[src/rtl/lf_conf_pkg.sv]
// Shared definitions for the LF configuration SPI slave.
// Latency: n/a (definitions only).
// Backpressure: n/a (definitions only).
//
// Holds the frame command codes, the major-mode codes, the readback register
// selects and the state type of the mode sequencer.
`timescale 1ns/1ps
package lf_conf_pkg;

    // Command field, top four bits of each SPI frame
    localparam logic [3:0] CMD_NOP    = 4'd0;
    localparam logic [3:0] CMD_CONF   = 4'd1;
    localparam logic [3:0] CMD_DIV    = 4'd2;
    localparam logic [3:0] CMD_THRESH = 4'd3;
    localparam logic [3:0] CMD_RB_SEL = 4'd4;

    // Major modes carried in the top three bits of the configuration word
    localparam logic [2:0] MODE_ADC         = 3'd0;
    localparam logic [2:0] MODE_EDGE_DETECT = 3'd1;
    localparam logic [2:0] MODE_PASSTHRU    = 3'd2;

    // Readback register selects
    localparam logic [1:0] RB_CONF   = 2'd0;
    localparam logic [1:0] RB_DIV    = 2'd1;
    localparam logic [1:0] RB_THRESH = 2'd2;

    typedef enum logic {
        ST_RUN     = 1'b0,
        ST_QUIESCE = 1'b1
    } mode_state_e;

endpackage

[src/rtl/lf_sync2.sv]
// Two-flop synchroniser for one asynchronous input bit.
// Latency: 2 pck0 cycles from pin to q.
// Backpressure: none; samples every cycle.
//
// Ports: pck0 clock, nrst async active-low reset (q resets to 0),
//        d asynchronous input, q synchronised output.
`timescale 1ns/1ps
module lf_sync2 (
    input  logic pck0,
    input  logic nrst,
    input  logic d,
    output logic q
);

    logic meta;

    always_ff @(posedge pck0 or negedge nrst) begin
        if (!nrst) begin
            meta <= 1'b0;
            q    <= 1'b0;
        end else begin
            meta <= d;
            q    <= meta;
        end
    end

endmodule

[src/rtl/lf_conf_spi.sv]
// SPI configuration slave for the LF front end: decodes frames into config registers and sequences major-mode changes.
// Latency: decoded outputs update 3 pck0 cycles after ncs rises; mode switch adds QUIESCE_CYC idle cycles.
// Backpressure: none; the MCU paces frames, malformed frames are dropped with a frame_err pulse.
//
// Ports:
//   pck0, nrst            sole clock, async active-low reset
//   spck, ncs, mosi       asynchronous SPI pins from the MCU
//   miso                  readback data (constant 0 unless LF_CONF_READBACK_EN)
//   conf_word             committed configuration word, major mode in its top 3 bits
//   divisor               clock divisor
//   lf_ed_threshold       edge-detect threshold
//   major_mode            active major mode
//   mode_sel              one-hot enable of the active mode
//   mode_idle             high while no mode is enabled
//   frame_err             one-cycle pulse for a frame of the wrong length
//
// Optional feature macro: LF_CONF_READBACK_EN enables command 4 register readback on miso.
`timescale 1ns/1ps
module lf_conf_spi #(
    parameter int FRAME_W     = 16,
    parameter int CONF_W      = 9,
    parameter int NUM_MODES   = 3,
    parameter int QUIESCE_CYC = 4,
    parameter int DEF_DIV     = 95,
    parameter int DEF_THRESH  = 127
) (
    input  logic                 pck0,
    input  logic                 nrst,
    input  logic                 spck,
    input  logic                 ncs,
    input  logic                 mosi,
    output logic                 miso,
    output logic [CONF_W-1:0]    conf_word,
    output logic [7:0]           divisor,
    output logic [7:0]           lf_ed_threshold,
    output logic [2:0]           major_mode,
    output logic [NUM_MODES-1:0] mode_sel,
    output logic                 mode_idle,
    output logic                 frame_err
);

    import lf_conf_pkg::*;

    // Bit counter must be able to hold FRAME_W+1 so over-long frames are
    // distinguishable from exact ones.
    localparam int CNT_W = $clog2(FRAME_W + 2);
    localparam int QC_W  = (QUIESCE_CYC > 1) ? $clog2(QUIESCE_CYC) : 1;

    localparam logic [CNT_W-1:0] CNT_FULL = CNT_W'(FRAME_W);
    localparam logic [CNT_W-1:0] CNT_SAT  = CNT_W'(FRAME_W + 1);
    localparam logic [QC_W-1:0]  QC_LOAD  = QC_W'(QUIESCE_CYC - 1);
    localparam logic [7:0]       DIV_RST  = 8'(DEF_DIV);
    localparam logic [7:0]       THR_RST  = 8'(DEF_THRESH);

    // ------------------------------------------------------------------
    // Pin synchronisation and edge detection
    // ------------------------------------------------------------------
    logic spck_s, ncs_s, mosi_s;
    logic spck_d, ncs_d;

    lf_sync2 u_sync_spck (.pck0(pck0), .nrst(nrst), .d(spck), .q(spck_s));
    lf_sync2 u_sync_ncs  (.pck0(pck0), .nrst(nrst), .d(ncs),  .q(ncs_s));
    lf_sync2 u_sync_mosi (.pck0(pck0), .nrst(nrst), .d(mosi), .q(mosi_s));

    logic spck_rise, ncs_rise, ncs_fall, shift_en;

    assign spck_rise = spck_s & ~spck_d;
    assign ncs_rise  = ncs_s & ~ncs_d;
    assign ncs_fall  = ~ncs_s & ncs_d;
    // A clock edge coinciding with chip-select release never belongs to the frame.
    assign shift_en  = ~ncs_s & spck_rise & ~ncs_rise;

    // ------------------------------------------------------------------
    // Frame capture
    // ------------------------------------------------------------------
    logic [FRAME_W-1:0] frame_q;
    logic [CNT_W-1:0]   bit_cnt;
    // Set only by an observed ncs falling edge, so a frame cut by reset (or the
    // ncs rise seen right after reset) is dropped instead of being decoded.
    logic               frame_active;

    always_ff @(posedge pck0 or negedge nrst) begin
        if (!nrst) begin
            spck_d       <= 1'b0;
            ncs_d        <= 1'b0;
            frame_q      <= '0;
            bit_cnt      <= '0;
            frame_active <= 1'b0;
        end else begin
            spck_d <= spck_s;
            ncs_d  <= ncs_s;

            if (shift_en) begin
                frame_q <= {frame_q[FRAME_W-2:0], mosi_s};
            end

            if (ncs_fall) begin
                bit_cnt <= shift_en ? CNT_W'(1) : '0;
            end else if (shift_en && bit_cnt != CNT_SAT) begin
                bit_cnt <= bit_cnt + CNT_W'(1);
            end

            if (ncs_fall) begin
                frame_active <= 1'b1;
            end else if (ncs_rise) begin
                frame_active <= 1'b0;
            end
        end
    end

    // ------------------------------------------------------------------
    // Frame decode
    // ------------------------------------------------------------------
    logic       frame_done, frame_ok;
    logic [3:0] frame_cmd;
    logic [2:0] new_mode;
    logic       cmd_conf, cmd_div, cmd_thresh;

    assign frame_done = ncs_rise & frame_active;
    assign frame_ok   = frame_done & (bit_cnt == CNT_FULL);
    assign frame_cmd  = frame_q[FRAME_W-1 -: 4];
    assign new_mode   = frame_q[CONF_W-1 -: 3];
    assign cmd_conf   = frame_ok & (frame_cmd == CMD_CONF);
    assign cmd_div    = frame_ok & (frame_cmd == CMD_DIV);
    assign cmd_thresh = frame_ok & (frame_cmd == CMD_THRESH);

    always_ff @(posedge pck0 or negedge nrst) begin
        if (!nrst) begin
            conf_word       <= '0;
            divisor         <= DIV_RST;
            lf_ed_threshold <= THR_RST;
            frame_err       <= 1'b0;
        end else begin
            frame_err <= frame_done & ~frame_ok;

            if (cmd_conf) begin
                conf_word <= frame_q[CONF_W-1:0];
            end

            if (cmd_div) begin
                divisor <= frame_q[7:0];
            end

            // Entering edge-detect mode always starts from the default threshold.
            if (cmd_conf && new_mode == MODE_EDGE_DETECT) begin
                lf_ed_threshold <= THR_RST;
            end else if (cmd_thresh) begin
                lf_ed_threshold <= frame_q[7:0];
            end
        end
    end

    // ------------------------------------------------------------------
    // Mode sequencer: a mode change parks all modes for QUIESCE_CYC cycles
    // before the new major mode takes effect.
    // ------------------------------------------------------------------
    mode_state_e     state_q, state_d;
    logic [QC_W-1:0] q_cnt;
    logic [2:0]      pend_mode;
    logic            mode_change;

    // While quiescing, any configuration write restarts the wait and becomes
    // the pending mode, so the last write always wins.
    assign mode_change = cmd_conf & ((state_q == ST_QUIESCE) | (new_mode != major_mode));

    always_ff @(posedge pck0 or negedge nrst) begin
        if (!nrst) begin
            state_q <= ST_RUN;
        end else begin
            state_q <= state_d;
        end
    end

    always_comb begin
        state_d = state_q;
        case (state_q)
            ST_RUN: begin
                if (mode_change) begin
                    state_d = ST_QUIESCE;
                end
            end
            ST_QUIESCE: begin
                if (mode_change) begin
                    state_d = ST_QUIESCE;
                end else if (q_cnt == '0) begin
                    state_d = ST_RUN;
                end
            end
            default: state_d = ST_RUN;
        endcase
    end

    always_comb begin
        mode_sel  = '0;
        mode_idle = 1'b1;
        if (state_q == ST_RUN) begin
            for (int i = 0; i < NUM_MODES; i++) begin
                mode_sel[i] = (major_mode == 3'(i));
            end
            mode_idle = (int'(major_mode) >= NUM_MODES);
        end
    end

    always_ff @(posedge pck0 or negedge nrst) begin
        if (!nrst) begin
            q_cnt      <= '0;
            pend_mode  <= '0;
            major_mode <= '0;
        end else begin
            if (mode_change) begin
                q_cnt     <= QC_LOAD;
                pend_mode <= new_mode;
            end else if (state_q == ST_QUIESCE && q_cnt != '0) begin
                q_cnt <= q_cnt - QC_W'(1);
            end

            if (state_q == ST_QUIESCE && !mode_change && q_cnt == '0) begin
                major_mode <= pend_mode;
            end
        end
    end

    // ------------------------------------------------------------------
    // Readback
    // ------------------------------------------------------------------
`ifdef LF_CONF_READBACK_EN
    logic               spck_fall;
    logic [1:0]         rb_sel;
    logic               rb_pend;
    logic [FRAME_W-1:0] rb_val;
    logic [FRAME_W-1:0] rb_shift;

    assign spck_fall = ~spck_s & spck_d;

    // Selected register, MSB-aligned within a frame.
    always_comb begin
        rb_val = '0;
        case (rb_sel)
            RB_CONF:   rb_val[FRAME_W-1 -: CONF_W] = conf_word;
            RB_DIV:    rb_val[FRAME_W-1 -: 8]      = divisor;
            RB_THRESH: rb_val[FRAME_W-1 -: 8]      = lf_ed_threshold;
            default:   rb_val = '0;
        endcase
    end

    // The MSB is visible as soon as the next frame opens; each spck falling
    // edge advances to the next bit so the MCU samples it on the rising edge.
    always_ff @(posedge pck0 or negedge nrst) begin
        if (!nrst) begin
            rb_sel   <= '0;
            rb_pend  <= 1'b0;
            rb_shift <= '0;
        end else begin
            if (frame_ok && frame_cmd == CMD_RB_SEL) begin
                rb_sel  <= frame_q[1:0];
                rb_pend <= 1'b1;
            end else if (ncs_fall) begin
                rb_pend <= 1'b0;
            end

            if (ncs_fall) begin
                rb_shift <= rb_pend ? rb_val : '0;
            end else if (spck_fall && !ncs_s) begin
                rb_shift <= {rb_shift[FRAME_W-2:0], 1'b0};
            end
        end
    end

    assign miso = rb_shift[FRAME_W-1];
`else
    assign miso = 1'b0;
`endif

endmodule

[config.mk]
export PLATFORM = sky130hd
export DESIGN_NAME = lf_conf_spi
export DESIGN_NICKNAME = d
export VERILOG_FILES = /design/src/rtl/lf_conf_pkg.sv /design/src/rtl/lf_sync2.sv /design/src/rtl/lf_conf_spi.sv
export SDC_FILE = /design/constraint.sdc
export NUM_CORES = 1
export LEC_CHECK = 0
export ABC_AREA = 1
export BUFFER_PORTS_ARGS = -buffer_cell sky130_fd_sc_hd__buf_2
export CAP_MARGIN = 10
export CORE_UTILIZATION = 55
export CTS_CLUSTER_DIAMETER = 50
export CTS_CLUSTER_SIZE = 28
export DETAILED_ROUTE_END_ITERATION = 7
export HOLD_SLACK_MARGIN = 0.12
export PLACE_DENSITY_LB_ADDON = 0.2
export SYNTH_ARGS = -nofsm -noshare
export SYNTH_HDL_FRONTEND = slang
export SYNTH_SLANG_ARGS = --single-unit
[constraint.sdc]
create_clock -name pck0 -period 3.64 [get_ports pck0]
set_input_delay 0.728 -clock pck0 [delete_from_list [all_inputs] [get_ports pck0]]
set_output_delay 0.728 -clock pck0 [all_outputs]
set_load 0.01 [all_outputs]
== After elaboration in Yosys (flattened, before gate mapping) ==
Index checks and enable logic that the tools add are counted.
W data, S select, Z words.
Storage, ports and cells
  logic and storage cells: 78
  register bits: 65
Cells by class
  reduce and logical (&&, ||, !) cells: 13
  muxes and demuxes: 15
  add/subtract/negate cells: 2
  equality and inequality tests: 9
  bitwise gates (word level): 19
  $lt $le $gt $ge: 1
Operators with widths (count)
  $mux W8: 2
  $and A1 B1 Y1: 12
  $mux W5: 2
  $reduce_bool A2 Y1: 5
  $eq A4 B2 Y1 const B: 2
  $mux W1: 7
  $eq A3 B1 Y1 const B: 2
  $not A1 Y1: 6
  $add A5 B1 Y5 const B: 1
  $eq A5 B5 Y1 const B: 1
  $logic_and A1 B1 Y1: 5
  $ne A5 B5 Y1 const B: 1
  $eq A4 B1 Y1 const B: 1
  $mux W2: 2
  $eq A3 B2 Y1 const B: 1
  $ge A3 B2 Y1 const B: 1
  $logic_not A3 Y1: 1
  $mux W3: 1
  $ne A3 B3 Y1: 1
  $logic_not A2 Y1: 1
  $pmux W1 S2: 1
  $sub A2 B1 Y2 const B: 1
  $logic_not A1 Y1: 1
  $or A1 B1 Y1: 1

== Logic depth before layout (Yosys ltp) ==
Gate-level depths: netlist of the first run.
  depth after elaboration: 9
  mapped depth: 11
  gate-level depth less buffers: 11

== Cells and area by module ==
Synthesis of the first run repeated with hierarchy kept, for this count alone.
Second synthesis, totals
  cells, all modules: 306
  area total of the unflattened synthesis: 2872.8 um^2
Modules (own cells, without submodules)
  lf_conf_spi: cells an instance 300, times used 1, area an instance 2722.6 um^2, seq. area each 1492.7 um^2
  lf_sync2: cells an instance 2, times used 3, area an instance 50.0 um^2, seq. area each 50.0 um^2

== Least setup slack after synthesis of the first run ==
OpenSTA, ideal clock, no wires.
  kind: register -> output
  start: reg state_q
  end: out mode_sel[2]
  path slack: 1970 ps
  buffers on the path: 1
  required time: 2912 ps
  cell stages (with the launch flop): 3
  arrival time: 942 ps
  cells stage by stage: dfrtp_1 buf_2 nor4_1
Between the ends
  cells in the longest elaborated chain, start to end: 1
Ends and longest elaborated chain
  from (decl): line lf_conf_spi.sv:157  | mode_state_e state_q, state_d;
  from (signal assigned): line lf_conf_spi.sv:170  | state_q <= state_d;
  $mux W3: line lf_conf_spi.sv:196  | if (state_q == ST_RUN) begin
  to (decl): line lf_conf_spi.sv:37  | output logic [NUM_MODES-1:0] mode_sel,
Every way passes these cells.

== Worst setup path after layout of the first run ==
  start: reg u_sync_ncs.q
  end: reg bit_cnt[2]
Between the ends
  cells in the longest elaborated chain, start to end: 5
Ends and longest elaborated chain
  from (decl): line lf_sync2.sv:12  | output logic q
  from (signal assigned): line lf_sync2.sv:23  | q <= meta;
  $not A1 Y1 or $and A1 B1 Y1 (tied branches): line lf_conf_spi.sv:69, lf_conf_spi.sv:71, lf_conf_spi.sv:68
  $and A1 B1 Y1 or $not A1 Y1 (tied branches): line lf_conf_spi.sv:71  | assign shift_en = ~ncs_s & spck_rise & ~ncs_rise;
  $and A1 B1 Y1: line lf_conf_spi.sv:71
  $logic_and A1 B1 Y1: line lf_conf_spi.sv:99  | end else if (shift_en && bit_cnt != CNT_SAT) begin
  $reduce_bool A2 Y1 (no line)
  to (signal assigned): line lf_conf_spi.sv:98  | bit_cnt <= shift_en ? CNT_W'(1) : '0;
  to (signal assigned): line lf_conf_spi.sv:100  | bit_cnt <= bit_cnt + CNT_W'(1);
  to (decl): line lf_conf_spi.sv:77  | logic [CNT_W-1:0] bit_cnt;
Several ways; a longest one is shown, not always the timed one.
A chain may end at the register's enable or synchronous reset.

==> results of run 1 <==
[final timing paths]
check	endpoint	slack, ns	depth (start not counted)
worst max-delay path	bit_cnt[2]	1.55	8
worst min-delay path	u_sync_mosi.q	0.35	0
worst max register to register	bit_cnt[2]	1.55	8
worst min register to register	u_sync_mosi.q	0.35	0
max in group asynchronous	lf_ed_threshold[3]	2.23	2
min in group asynchronous	conf_word[3]	0.51	1
[power groups by stage]
stage / Sequential, mW / Clock [mW] / Combinational (mW)
floorplan: 0.788 / 0 / 0.0649
global placement: 0.794 / 0 / 0.0947
detailed placement: 0.795 / 0 / 0.0972
CTS: 0.782 / 0.639 / 0.0983
global route: 0.787 / 0.671 / 0.110
finish: 0.782 / 0.624 / 0.0960
[cell families (layout without fill, tap and decap cells)]
group | count (synthesis) | in the layout | share of synthesized area (%)
compound gates | 41 | 41 | 9.96
xor+xnor | 3 | 3 | 0.906
fa+ha+maj | 6 | 6 | 2.59
buf+inv | 42 | 87 | 6.73
flops | 65 | 65 | 56.6
mux | 1 | 1 | 0.388
other cells | 1 | 1 | 0.129
simple gates | 143 | 143 | 22.7
[registers in the layout, summed over array words and instances (netlist names)]
signal            count
frame_q              16
conf_word             9
divisor               8
lf_ed_threshold       8
bit_cnt               5
major_mode            3
pend_mode             3
q_cnt                 2
frame_active          1
frame_err             1
ncs_d                 1
spck_d                1
state_q               1
u_sync_mosi.meta      1
u_sync_mosi.q         1
u_sync_ncs.meta       1
u_sync_ncs.q          1
u_sync_spck.meta      1
u_sync_spck.q         1
[Yosys cell counts (2+ instances only)]
library cell	n	area (um2)
sky130_fd_sc_hd__buf_2	2	10.0
sky130_fd_sc_hd__buf_6	4	45.0
sky130_fd_sc_hd__clkbuf_1	2	7.51
sky130_fd_sc_hd__dfrtp_1	52	1300
sky130_fd_sc_hd__dfstp_2	13	342
sky130_fd_sc_hd__ha_1	6	75.1
sky130_fd_sc_hd__inv_1	29	109
sky130_fd_sc_hd__inv_2	2	7.51
sky130_fd_sc_hd__nand2_1	94	353
sky130_fd_sc_hd__nand2_2	3	18.8
sky130_fd_sc_hd__nand2_4	5	56.3
sky130_fd_sc_hd__nand3_1	17	85.1
sky130_fd_sc_hd__nand4_1	3	18.8
sky130_fd_sc_hd__nor2_1	15	56.3
sky130_fd_sc_hd__o21ai_0	14	70.1
sky130_fd_sc_hd__o21ai_1	3	15.0
sky130_fd_sc_hd__o21ai_2	21	184
sky130_fd_sc_hd__xor2_1	3	26.3
[critical path: stages, from the launching register on]
cell and delay [ns]:
sky130_fd_sc_hd__dfrtp_1 0.41, sky130_fd_sc_hd__ha_1 0.22, sky130_fd_sc_hd__nor2_1 0.08, sky130_fd_sc_hd__nand2_1 0.41, sky130_fd_sc_hd__inv_1 0.40, sky130_fd_sc_hd__nand2_1 0.19
sky130_fd_sc_hd__nand2_1 0.16, sky130_fd_sc_hd__nand3_1 0.09, sky130_fd_sc_hd__nand2_1 0.06
[metal layers]
layer | up-vias | track usage, % | share of wire (%)
li1 | 1029 | - | -
met1 | 971 | 27.2 | 48
met2 | 44 | 30.3 | 47
met3 | 5 | 6.02 | 4.1
met4 | 0 | 6.92 | 1.3
met5 | - | 0 | 0
[layout make-up]
| class | count | area (um2) | area share [%] |
|---|---|---|---|
| clock buffer | 14 | 173 | 5.20 |
| sequential | 65 | 1640 | 49.5 |
| inverter | 33 | 125 | 3.77 |
| clock inverter | 2 | 35.0 | 1.06 |
| multi-input combinational | 195 | 1060 | 32.0 |
| tap | 70 | 87.6 | 2.64 |
| timing repair buffer | 38 | 193 | 5.80 |
==> results.md, run 1 <==
Outcome:
- The flow ran to the end, and the final reports show no timing, DRC or antenna violations.

Global routing:
- The global-route usage over all layers is 19.9%.
- Summed over all layers, the global routing overflow is 0.
- The number of global-route vias before repair came to 1695.
- The maximum number of pins on one net before global-route repair is 42.
- The first-pass GRT wire length is 8.09 mm.
- The number of antenna violations at the first check in global routing is 0.

Floorplan:
- The overall die width is 74.6 um.
- Once the floorplan was initialized, standard cells occupied 56.8% of the core.
- The total core area is 0.00511 mm2.
- The boundary pin count is 39.
- The number of rows created at floorplan is 26.
- The die is 74.6 um tall.
- The die covers 0.00557 mm2.

Pwr:
- Of the total power, the share spent switching nets is 23.6%.
- The leakage component of the power is 1.83 nW.
- The analysis attributes to net switching a power of 0.354 mW.
- The design draws 1.50 mW.
- Of the total power, combinational logic draws 6.4%.
- The worst-case vdd ir drop is 0.292 mV.
- Internal power comes to 1.15 mW.
- Sequential cells account for 52.1% of the total power.
- The power density normalized to cell area is 453 mW/mm2.
- The share of total power dissipated in the clock network is 41.5%.

Setup path:
- The worst setup path is of the reg2reg kind.
- The most critical setup path has its startpoint at u_sync_ncs.q.
- The worst setup path is captured at a register.
- The reg-to-reg critical path startpoint is u_sync_ncs.q.
- The worst endpoint required time is 3.91 ns.
- The critical path arrival is 2.35 ns.
- The type of element launching the critical path is a register.
- The top fanout value on the critical path is 25.

Timing:
- The minimum setup slack in the final design is 1.55 ns.
- The worst pin sits at a relative slew slack of 41.1%.
- The setup skew after layout is 0.00794 ns.
- The total negative slack is 0 ns.
- The number of pins exceeding their max-slew limit in the final report is 0.
- The worst hold-check slack is 0.347 ns.
- Setup repair after global routing left no endpoint under its margin.
- The maximum clock rate is 0.479 GHz.
- At the pin with the least slew margin, the transition time is 0.883 ns.
- In the finished design, the share of the clock period the worst path needs comes to 57.3%.
- The number of failing hold endpoints at the final stage is 0.
- The number of failing setup endpoints in the final timing report is 0.
- The routed design could run at a clock period as short as 2.09 ns.

CTS:
- Clock tree synthesis selected as its root buffer the cell sky130_fd_sc_hd__clkbuf_8.
- TritonCTS built the clock tree.
- The buffer depth of the longest clock path is 2.
- The clock latency on the worst-skew pair is 0.33 ns.
- The number of setup buffers added after CTS is 0.
- After clock tree synthesis, the clock-pin slew on the worst setup and hold paths is 0.06 ns.
- The number of resized instances in the post-cts repair step is 0.
- Counting every sink on the clock net gives 65.
- The CTS buffer count is 9.
- Buffers inserted to repair hold after CTS numbered 0.
- In this run the number of H-tree levels came out at 3.

Finish:
- The final design area excluding fillers is 0.00332 mm2.
- The final core utilization is 65.0%.
- After the last flow step, the layout net total stands at 353.
- For this run, the number of standard cells in the final layout without fillers is 417.
- In the layout the commonest cells are sky130_fd_sc_hd__nand2_1, sky130_fd_sc_hd__dfrtp_1, sky130_fd_sc_hd__buf_2.
- Counting the fill cells in the layout gives 446.
- The total inserted antenna cells is 0.
- Leaving out fill and tap cells, the most frequent cell in the layout is sky130_fd_sc_hd__nand2_1.
- Compared with the post-synthesis result, the final layout area differs by 14.4%.
- The fraction of layout cells with a size suffix above 1 is 29.4%.

Synthesis:
- Yosys mapped a number of flops with a built-in enable equal to 0.
- The share of synthesized flip-flops with an asynchronous set or reset is 100%.
- The leading register cell type out of synthesis is sky130_fd_sc_hd__dfrtp_1.
- The sequential-to-total area share from yosys stat is 56.6%.
- After technology mapping, the gate count stands at 302.
- The flip-flop and latch count after synthesis is 65.
- Yosys printed 0 warnings.
- The cell area after synthesis is 0.00290 mm2.
- The post-synthesis net count is 313.
- In this run, distinct cell masters in the synthesized netlist total 32.
- Averaged over all synthesized cells, the footprint is 9.61 um2.

Detailed routing:
- The number of detailed-route iterations in the first pass is 4.
- The wire length per cell is 12.0 um.
- The total vias in the final route is 2049.
- After the first detailed-routing iteration, the DRC count stood at 183.
- In the routed design, unresolved DRC markers number 0.
- Once detail routing completed, the nets flagged for antenna violations numbered 0.
- The routed wire length is 5.02 mm.
- The via density per instance is 4.91.

Place:
- The final HPWL from detailed placement is 3.50 mm.
- The count of buffers added on input and output ports is 37.
- Routability-driven placement finished with a final weighted congestion of 0.855.
- Prior to clock tree synthesis, the placed netlist has a worst setup slack of 1.58 ns.
- In this run the cell area measured after placement is 0.00311 mm2.
- The number of instances in the placed design is 401.

Min path:
- The path type of the worst min-delay path is reg2reg.
- The worst hold path begins at u_sync_mosi.meta.

Job:
- The count of max-cap constraint violations is 0.
(Power assumes the default switching activity.)
==> run 2: changes to the inputs <==
--- a/config.mk
+++ b/config.mk
@@ -8,7 +8,7 @@
 export ABC_AREA = 1
 export BUFFER_PORTS_ARGS = -buffer_cell sky130_fd_sc_hd__buf_2
 export CAP_MARGIN = 10
-export CORE_UTILIZATION = 55
+export CORE_UTILIZATION = 51
 export CTS_CLUSTER_DIAMETER = 50
 export CTS_CLUSTER_SIZE = 28
 export DETAILED_ROUTE_END_ITERATION = 7
==> constraint.sdc (replaced) <==
create_clock -name pck0 -period 1.8 [get_ports pck0]
set_input_delay 0.36 -clock pck0 [delete_from_list [all_inputs] [get_ports pck0]]
set_output_delay 0.36 -clock pck0 [all_outputs]
set_load 0.01 [all_outputs]
==> run 2 against run 1 <==
Net effect: wire length grew 2.4%; count of clock-buffer cells in the layout is 1 lower; non-clock buffer count increased by 6; worst setup slack got worse by 1.4 ns; first-iteration DRC count shrank 37%; sequential share of layout area fell by 0.50 points; final cell count grew 1.9%; register-to-register slack got worse by 1.4 ns; critical path depth down 6; worst hold slack lost 0.21 ns; flip-flop and latch count is the same; sequential power rose by 100%; critical path type is now reg2out; largest cell class unchanged.
==> results.md, run 2 (synthesis gave the netlist of run 1 again) <==
Pwr:
- The total power after layout is 2.88 mW (+92%).
- The proportion of power drawn by the clock network is 37.9% (-3.6 points).
- The reported net switching power is 0.735 mW (+110%).
- The logic gate share of total power is 7.3% (+0.9 points).
- The sequential cell fraction of total power is 54.8% (+2.7 points).
- The internal power of the cells is 2.15 mW (+87%).
- The leakage component of the power is 1.85 nW (+0.95%).
- The switching part of the total power is 25.5% (+1.9 points).
- The power density normalized to cell area is 859 mW/mm2 (+90%).
- The worst-case vdd ir drop was 0.461 mV (+58%).

Setup path:
- The reg-to-reg critical path startpoint is bit_cnt[0].
- The worst endpoint required time is 1.44 ns (-2.47 ns).
- The category of the critical setup timing path is reg2out.
- The register-to-register path setup slack is 0.19 ns (-1.36 ns).
- The kind of cell adding the most delay to the critical path is flip-flops.
- The critical path arrival is 1.27 ns (-1.08 ns).
- The critical-path cell with the highest stage delay is sky130_fd_sc_hd__dfrtp_1.
- The worst setup path is launched from a register.
- The type of element capturing the critical path is an output port.
- The critical path goes through nor4_1, buf_2.
- The terminus of the critical flop-to-flop path is q_cnt[0].
- The number of buffers and inverters on the critical path is 1 (unchanged).
- The launching element of the worst setup path is state_q.
- The top fanout value on the critical path came to 9 (-64%).
- The delay contributed by the slowest stage of the critical path is 0.48 ns (+0.07 ns).
- The worst-case reg-to-reg path depth is 10 (+2).

Global routing:
- The global-route usage over all layers was 19.3% (-0.59 points).
- The first-pass GRT wire length is 8.87 mm (+9.6%).
- The maximum number of pins on one net before global-route repair was 66 (+57%).
- The number of global-route vias before repair came to 1907 (+13%).
- The number of antenna violations at the first check in global routing is 0 (unchanged).
- The overflow left after global routing is 0 (unchanged).

Timing:
- The total negative slack was 0 ns (unchanged).
- The worst hold-check slack is 0.134 ns (-0.213 ns).
- The number of failing setup endpoints in the final timing report is 0 (unchanged).
- Setup repair after global routing left no endpoint under its margin.
- The maximum clock rate is 0.613 GHz.
- The number of pins exceeding their max-slew limit in the final report is 0 (unchanged).
- The setup skew after layout came to 0.00712 ns (-0.000824 ns).
- The minimum setup slack in the final design was 0.169 ns (-1.38 ns).
- The number of failing hold endpoints at the final stage is 0 (unchanged).
- The share of the clock period used by the worst path is 90.6%.
- The minimum clock period after layout is 1.63 ns.

Finish:
- The total area of multi-input combinational cells is 0.00106 mm2 (unchanged).
- The final core utilization is 60.9% (-4.1 points).
- The fraction of layout cells with a size suffix above 1 was 29.7% (+0.35 points).
- The final net count is 359 (+1.7%).
- The total inserted antenna cells came to 0 (unchanged).
- The top cell types in the final layout, fill and taps aside, are sky130_fd_sc_hd__nand2_1, sky130_fd_sc_hd__dfrtp_1, sky130_fd_sc_hd__buf_2.
- The number of flip-flops in the largest register is 16 (unchanged).
- The number of fill cells in the layout is 476 (+6.7%).
- The area growth from synthesis to layout is 15.6%.
- The most common cell after layout, fill and taps aside is sky130_fd_sc_hd__nand2_1.
- The most flop-heavy register is frame_q.
- The final design area excluding fillers was 0.00335 mm2 (+1.0%).
- The post-layout instance count excluding filler cells is 425 (+1.9%).
- The largest registers in the layout are frame_q (16), conf_word (9).
- The register area was 0.00164 mm2 (unchanged).

Detailed routing:
- The total vias in the final route is 2060 (+0.54%).
- The via density per instance is 4.85 (-1.4%).
- The DRC violation total after the first TritonRoute iteration is 115 (-37%).
- The number of DRC violations after detailed routing is 0 (unchanged).
- The remaining antenna violation count after routing is 0 (unchanged).
- The number of detailed-route iterations in the first pass is 4 (unchanged).
- The routed wire length is 5.14 mm (+2.4%).
- The wire length per cell is 12.1 um (+0.46%).

Place:
- The number of instances in the placed design was 406 (+1.2%).
- The placer congestion estimate is 0.762 (-11%).
- The final HPWL from detailed placement is 3.52 mm (+0.62%).
- The worst slack at placement is 0.207 ns (-1.37 ns).
- The total of buffers placed on input and output ports is 37 (unchanged).
- The cell area after placement is 0.00315 mm2 (+1.2%).

Min path:
- The min-delay analysis places its worst path in the category in2reg.
- The startpoint of the lowest-slack hold path is spck.
- The path with the worst hold slack has its endpoint at u_sync_spck.meta.
- The count of cells along the worst hold path is 1 (+1).

CTS:
- The tree is rooted in a sky130_fd_sc_hd__clkbuf_8.
- The clock net sink count was 65 (unchanged).
- The buffer depth of the longest clock path is 2 (unchanged).
- The clock latency on the worst-skew pair is 0.33 ns (about the same).
- The post-CTS clock slew at the launch and capture registers of the worst setup and hold paths is 0.07 ns (about the same).
- The CTS buffer count came to 9 (unchanged).
- The number of resized instances in the post-cts repair step is 0 (unchanged).
- The CTS tree is done.
- The number of levels the H-tree was split into is 3 (unchanged).
- The buffer count from post-CTS setup fixing is 0 (unchanged).

Job:
- The count of max-cap constraint violations is 0 (unchanged).

Floorplan:
- The floorplan die height is 77.4 um (+3.7%).
- The number of rows created at floorplan came to 27 (+3.8%).
- The overall die width is 77.4 um (+3.7%).
- The total core area was 0.00551 mm2 (+7.8%).
- The die area is 0.00599 mm2 (+7.6%).
- The initial standard-cell utilization of the core is 52.7% (-4.1 points).
- The boundary pin count is 39 (unchanged).

Outcome:
- The flow ran to the end, and the final reports show no timing, DRC or antenna violations.
-- run 2: layout make-up --
type,instances,share of cell area (%)
clock buffers,13,4.74
clock inverters,3,0.448
inverters,33,3.73
multi-input cells,195,31.7
flip-flops and latches,65,49.0
well taps,72,2.69
repair buffers,44,7.69
-- run 2: worst register-to-register path, stage by stage, from the launching register on --
cell and delay [ns]:
sky130_fd_sc_hd__dfrtp_1 0.41, sky130_fd_sc_hd__inv_1 0.08, sky130_fd_sc_hd__ha_1 0.20, sky130_fd_sc_hd__nand2_1 0.07
sky130_fd_sc_hd__clkinv_1 0.09, sky130_fd_sc_hd__nand2_4 0.10, sky130_fd_sc_hd__nor2_8 0.05, sky130_fd_sc_hd__nand2_4 0.16
sky130_fd_sc_hd__clkinv_2 0.15, sky130_fd_sc_hd__nand2_4 0.11, sky130_fd_sc_hd__nand3_1 0.08
-- run 2: what timing repair did --
| action | CTS | global route |
|---|---|---|
| endpoints found under the hold margin | 52 | 2 |
| endpoints found under the setup margin | 0 | 0 |
| hold buffers | 1 | 2 |
-- run 2: routing by layer --
metal | global-route usage, % | vias to the layer above | part of all wire [%]
met5 | 0 | - | 0
met4 | 9.06 | 0 | 2.0
met3 | 4.82 | 13 | 4.2
met2 | 30.3 | 42 | 45
met1 | 25.1 | 959 | 49
li1 | - | 1046 | -
-- run 2: how the worst max path moves through the flow --
stage | endpoint | slack, ns | depth (start not counted)
after floorplan | q_cnt[0] | 0.42 | 10
after global placement | conf_word[3] | 0.27 | 10
after detailed placement | q_cnt[0] | 0.21 | 10
after global routing | mode_sel[1] | 0.03 | 4
final | mode_sel[2] | 0.17 | 2
after CTS | mode_sel[2] | 0.16 | 2
-- run 2: power groups by stage --
stage	registers [mW]	logic, mW	clock network (mW)
floorplan	1.59	0.131	0
global placement	1.60	0.206	0
detailed placement	1.61	0.212	0
CTS	1.58	0.214	1.11
global route	1.59	0.243	1.17
finish	1.58	0.211	1.09
==> run 3: changes to the inputs <==
--- a/config.mk
+++ b/config.mk
@@ -8,7 +8,8 @@
 export ABC_AREA = 1
 export BUFFER_PORTS_ARGS = -buffer_cell sky130_fd_sc_hd__buf_2
 export CAP_MARGIN = 10
-export CORE_UTILIZATION = 51
+export CORE_UTILIZATION = 53
+export CTS_BUF_LIST = sky130_fd_sc_hd__clkbuf_8
 export CTS_CLUSTER_DIAMETER = 50
 export CTS_CLUSTER_SIZE = 28
 export DETAILED_ROUTE_END_ITERATION = 7
==> run 3 against run 2 <==
Net effect: die area fell by 3.7%; global-route usage rose by 1.1 points; flip-flop and latch count did not move; count of clock-buffer cells in the layout fell by 1; worst hold slack improved by 0.22 ns; first-iteration DRC count fell by 17%; critical path depth rose by 2; sequential power barely moved; worst setup slack got worse by 0.024 ns.
==> results.md, run 3 (synthesis gave the netlist of run 1 again) <==
Floorplan:
- The die area is 0.00577 mm2 (-3.7%).
- The number of rows created at floorplan is 26 (-3.7%).
- The initial standard-cell utilization of the core came to 55.7% (+3.1 points).
- The total core area is 0.00520 mm2 (-5.5%).
- The floorplan die height was 76.0 um (-1.9%).
- The boundary pin count is 39 (unchanged).
- The overall die width is 76.0 um (-1.9%).

Place:
- The placer congestion estimate is 0.769 (+0.89%).
- The total of buffers placed on input and output ports was 37 (unchanged).
- The final HPWL from detailed placement is 3.44 mm (-2.2%).

Detailed routing:
- The via density per instance is 4.88 (+0.77%).
- The total vias in the final route is 2071 (+0.53%).
- The wire length per cell is 12.4 um (+2.2%).
- The number of detailed-route iterations in the first pass was 4 (unchanged).
- The remaining antenna violation count after routing is 0 (unchanged).
- The DRC violation total after the first TritonRoute iteration is 96 (-17%).
- The routed wire length was 5.24 mm (+1.9%).
- The number of DRC violations after detailed routing was 0 (unchanged).

Global routing:
- The global-route usage over all layers is 20.4% (+1.1 points).
- The maximum number of pins on one net before global-route repair was 66 (unchanged).
- The number of global-route vias before repair is 1952 (+2.4%).
- The first-pass GRT wire length is 9.05 mm (+2.0%).
- The overflow left after global routing is 0 (unchanged).
- The number of antenna violations at the first check in global routing was 0 (unchanged).

Setup path:
- The reg-to-reg critical path startpoint is bit_cnt[0].
- The type of element launching the critical path is a register.
- The critical path arrival is 1.30 ns (+0.03 ns).
- The worst setup path is captured at an output port.
- The top fanout value on the critical path was 9 (unchanged).
- The launching element of the worst setup path is state_q.
- The setup path with the least slack is of type reg2out.
- The worst endpoint required time is 1.44 ns (about the same).

CTS:
- The CTS tree is done.
- The number of levels the H-tree was split into is 3 (unchanged).
- The tree is rooted in a sky130_fd_sc_hd__clkbuf_8.
- The number of hold buffers added after cts is 4 (+3).
- The clock latency on the worst-skew pair was 0.35 ns (+0.02 ns).
- The buffer depth of the longest clock path came to 2 (unchanged).
- The number of resized instances in the post-cts repair step is 0 (unchanged).
- The clock net sink count came to 65 (unchanged).
- The CTS buffer count is 9 (unchanged).
- The buffer count from post-CTS setup fixing is 0 (unchanged).
- The post-CTS clock slew at the launch and capture registers of the worst setup and hold paths is 0.07 ns (about the same).

Pwr:
- The proportion of power drawn by the clock network came to 42.3% (+4.4 points).
- The switching part of the total power is 25.0% (-0.49 points).
- The worst-case vdd ir drop came to 0.866 mV (+88%).
- The logic gate share of total power was 6.7% (-0.6 points).
- The internal power of the cells is 2.33 mW (+8.5%).
- The sequential cell fraction of total power is 51.0% (-3.8 points).
- The leakage component of the power is 1.87 nW (+1.2%).
- The power density normalized to cell area is 909 mW/mm2 (+5.8%).
- The reported net switching power came to 0.776 mW (+5.7%).

Timing:
- The number of failing setup endpoints in the final timing report was 0 (unchanged).
- The number of failing hold endpoints at the final stage came to 0 (unchanged).
- The worst hold-check slack is 0.356 ns (+0.222 ns).
- The share of the clock period used by the worst path is 92.0% (+1.3 points).
- The setup skew after layout was 0.00889 ns (+0.00178 ns).
- The maximum clock rate is 0.604 GHz (-1.5%).
- The number of pins exceeding their max-slew limit in the final report is 0 (unchanged).
- Setup repair after global routing left no endpoint under its margin.
- The minimum clock period after layout is 1.66 ns (+0.0243 ns).
- The total negative slack was 0 ns (unchanged).

Finish:
- The area growth from synthesis to layout is 17.7%.
- The number of flip-flops in the largest register is 16 (unchanged).
- The fraction of layout cells with a size suffix above 1 was 30.2% (+0.48 points).
- The library cell used most frequently in the layout, excluding fill and tap cells, is sky130_fd_sc_hd__nand2_1.
- Ranked by flip-flop count, first place goes to frame_q.
- In the final layout, the registers with the most flip-flops are frame_q (16), conf_word (9).
- The number of fill cells in the layout is 453 (-4.8%).
- The total inserted antenna cells is 0 (unchanged).
- Leaving out fill and tap cells, the most frequent cells in the layout are sky130_fd_sc_hd__nand2_1, sky130_fd_sc_hd__dfrtp_1, sky130_fd_sc_hd__buf_2.
- The final net count is 360 (+0.28%).

Min path:
- The path type of the worst min-delay path is reg2reg.
- The startpoint of the lowest-slack hold path is u_sync_ncs.meta.

Job:
- The count of max-cap constraint violations was 0 (unchanged).

Outcome:
- The run finished with clean final reports.
run 3: cell types whose count changed in the layout (fill, tap and decap cells not counted):
cell                            previous run  this run
sky130_fd_sc_hd__buf_12                    1         2
sky130_fd_sc_hd__buf_4                     3         2
sky130_fd_sc_hd__bufinv_16                 0         1
sky130_fd_sc_hd__clkbuf_1                  2         0
sky130_fd_sc_hd__clkbuf_8                 11        12
sky130_fd_sc_hd__clkinv_2                  4         2
sky130_fd_sc_hd__clkinvlp_4                0         2
sky130_fd_sc_hd__dlygate4sd3_1             3         4
run 3: stage by stage:
| step | power [mW] | cells | instance area, um2 | util, % | setup WS (ns) |
|---|---|---|---|---|---|
| floorplan | 1.72 | 302 | 2900 | - | 0.420 |
| global placement | 1.81 | 404 | 3160 | 60.7 | 0.341 |
| CTS | 3.14 | 424 | 3410 | 65.6 | 0.135 |
| detailed placement | 1.82 | 404 | 3160 | 60.7 | 0.271 |
| finish | 3.11 | 424 | 3410 | 65.6 | 0.145 |
| global route | 3.22 | 424 | 3410 | 65.6 | 0.0378 |
run 3: worst max-delay path: stages (launching register included):
cell	delay [ns]
sky130_fd_sc_hd__dfrtp_1	0.48
sky130_fd_sc_hd__nor2_1	0.17
sky130_fd_sc_hd__nand2_1	0.08
sky130_fd_sc_hd__nor2_1	0.08
sky130_fd_sc_hd__buf_2	0.13
run 3: final cells by class:
type,count,area (um2),share of cell area [%]
clock inverter,4,50.0,1.47
timing repair buffer,45,280,8.21
clock buffer,12,165,4.84
sequential,65,1640,48.1
tap,70,87.6,2.57
inverter,33,125,3.66
multi-input combinational,195,1060,31.1
run 3: power by group through the flow:
stage / sequential (mW) / clock (mW) / combinational (mW)
6_report: 1.58 / 1.31 / 0.208
5_1_grt: 1.59 / 1.39 / 0.241
4_1_cts: 1.58 / 1.34 / 0.214
3_5_place_dp: 1.61 / 0 / 0.207
3_3_place_gp: 1.60 / 0 / 0.202
2_1_floorplan: 1.59 / 0 / 0.131
run 3: final timing paths:
| kind | cells past startpoint | to | slack, ns |
|---|---|---|---|
| max | 4 | mode_sel[1] | 0.14 |
| min | 0 | u_sync_ncs.q | 0.36 |
| max reg2reg | 10 | q_cnt[0] | 0.26 |
| min reg2reg | 0 | u_sync_ncs.q | 0.36 |
| max in group asynchronous | 3 | divisor[4] | 0.93 |
| min in group asynchronous | 3 | frame_q[2] | 0.55 |
run 3: per-layer routing:
| layer | global-route usage (%) | part of all wire, % | up-vias | wire (um) |
|---|---|---|---|---|
| met5 | 0 | 0 | - | 0 |
| met4 | 12.1 | 2.5 | 0 | 129 |
| met3 | 4.55 | 3.1 | 11 | 165 |
| met2 | 31.4 | 46 | 41 | 2420 |
| met1 | 26.6 | 48 | 971 | 2520 |
| li1 | - | - | 1048 | - |
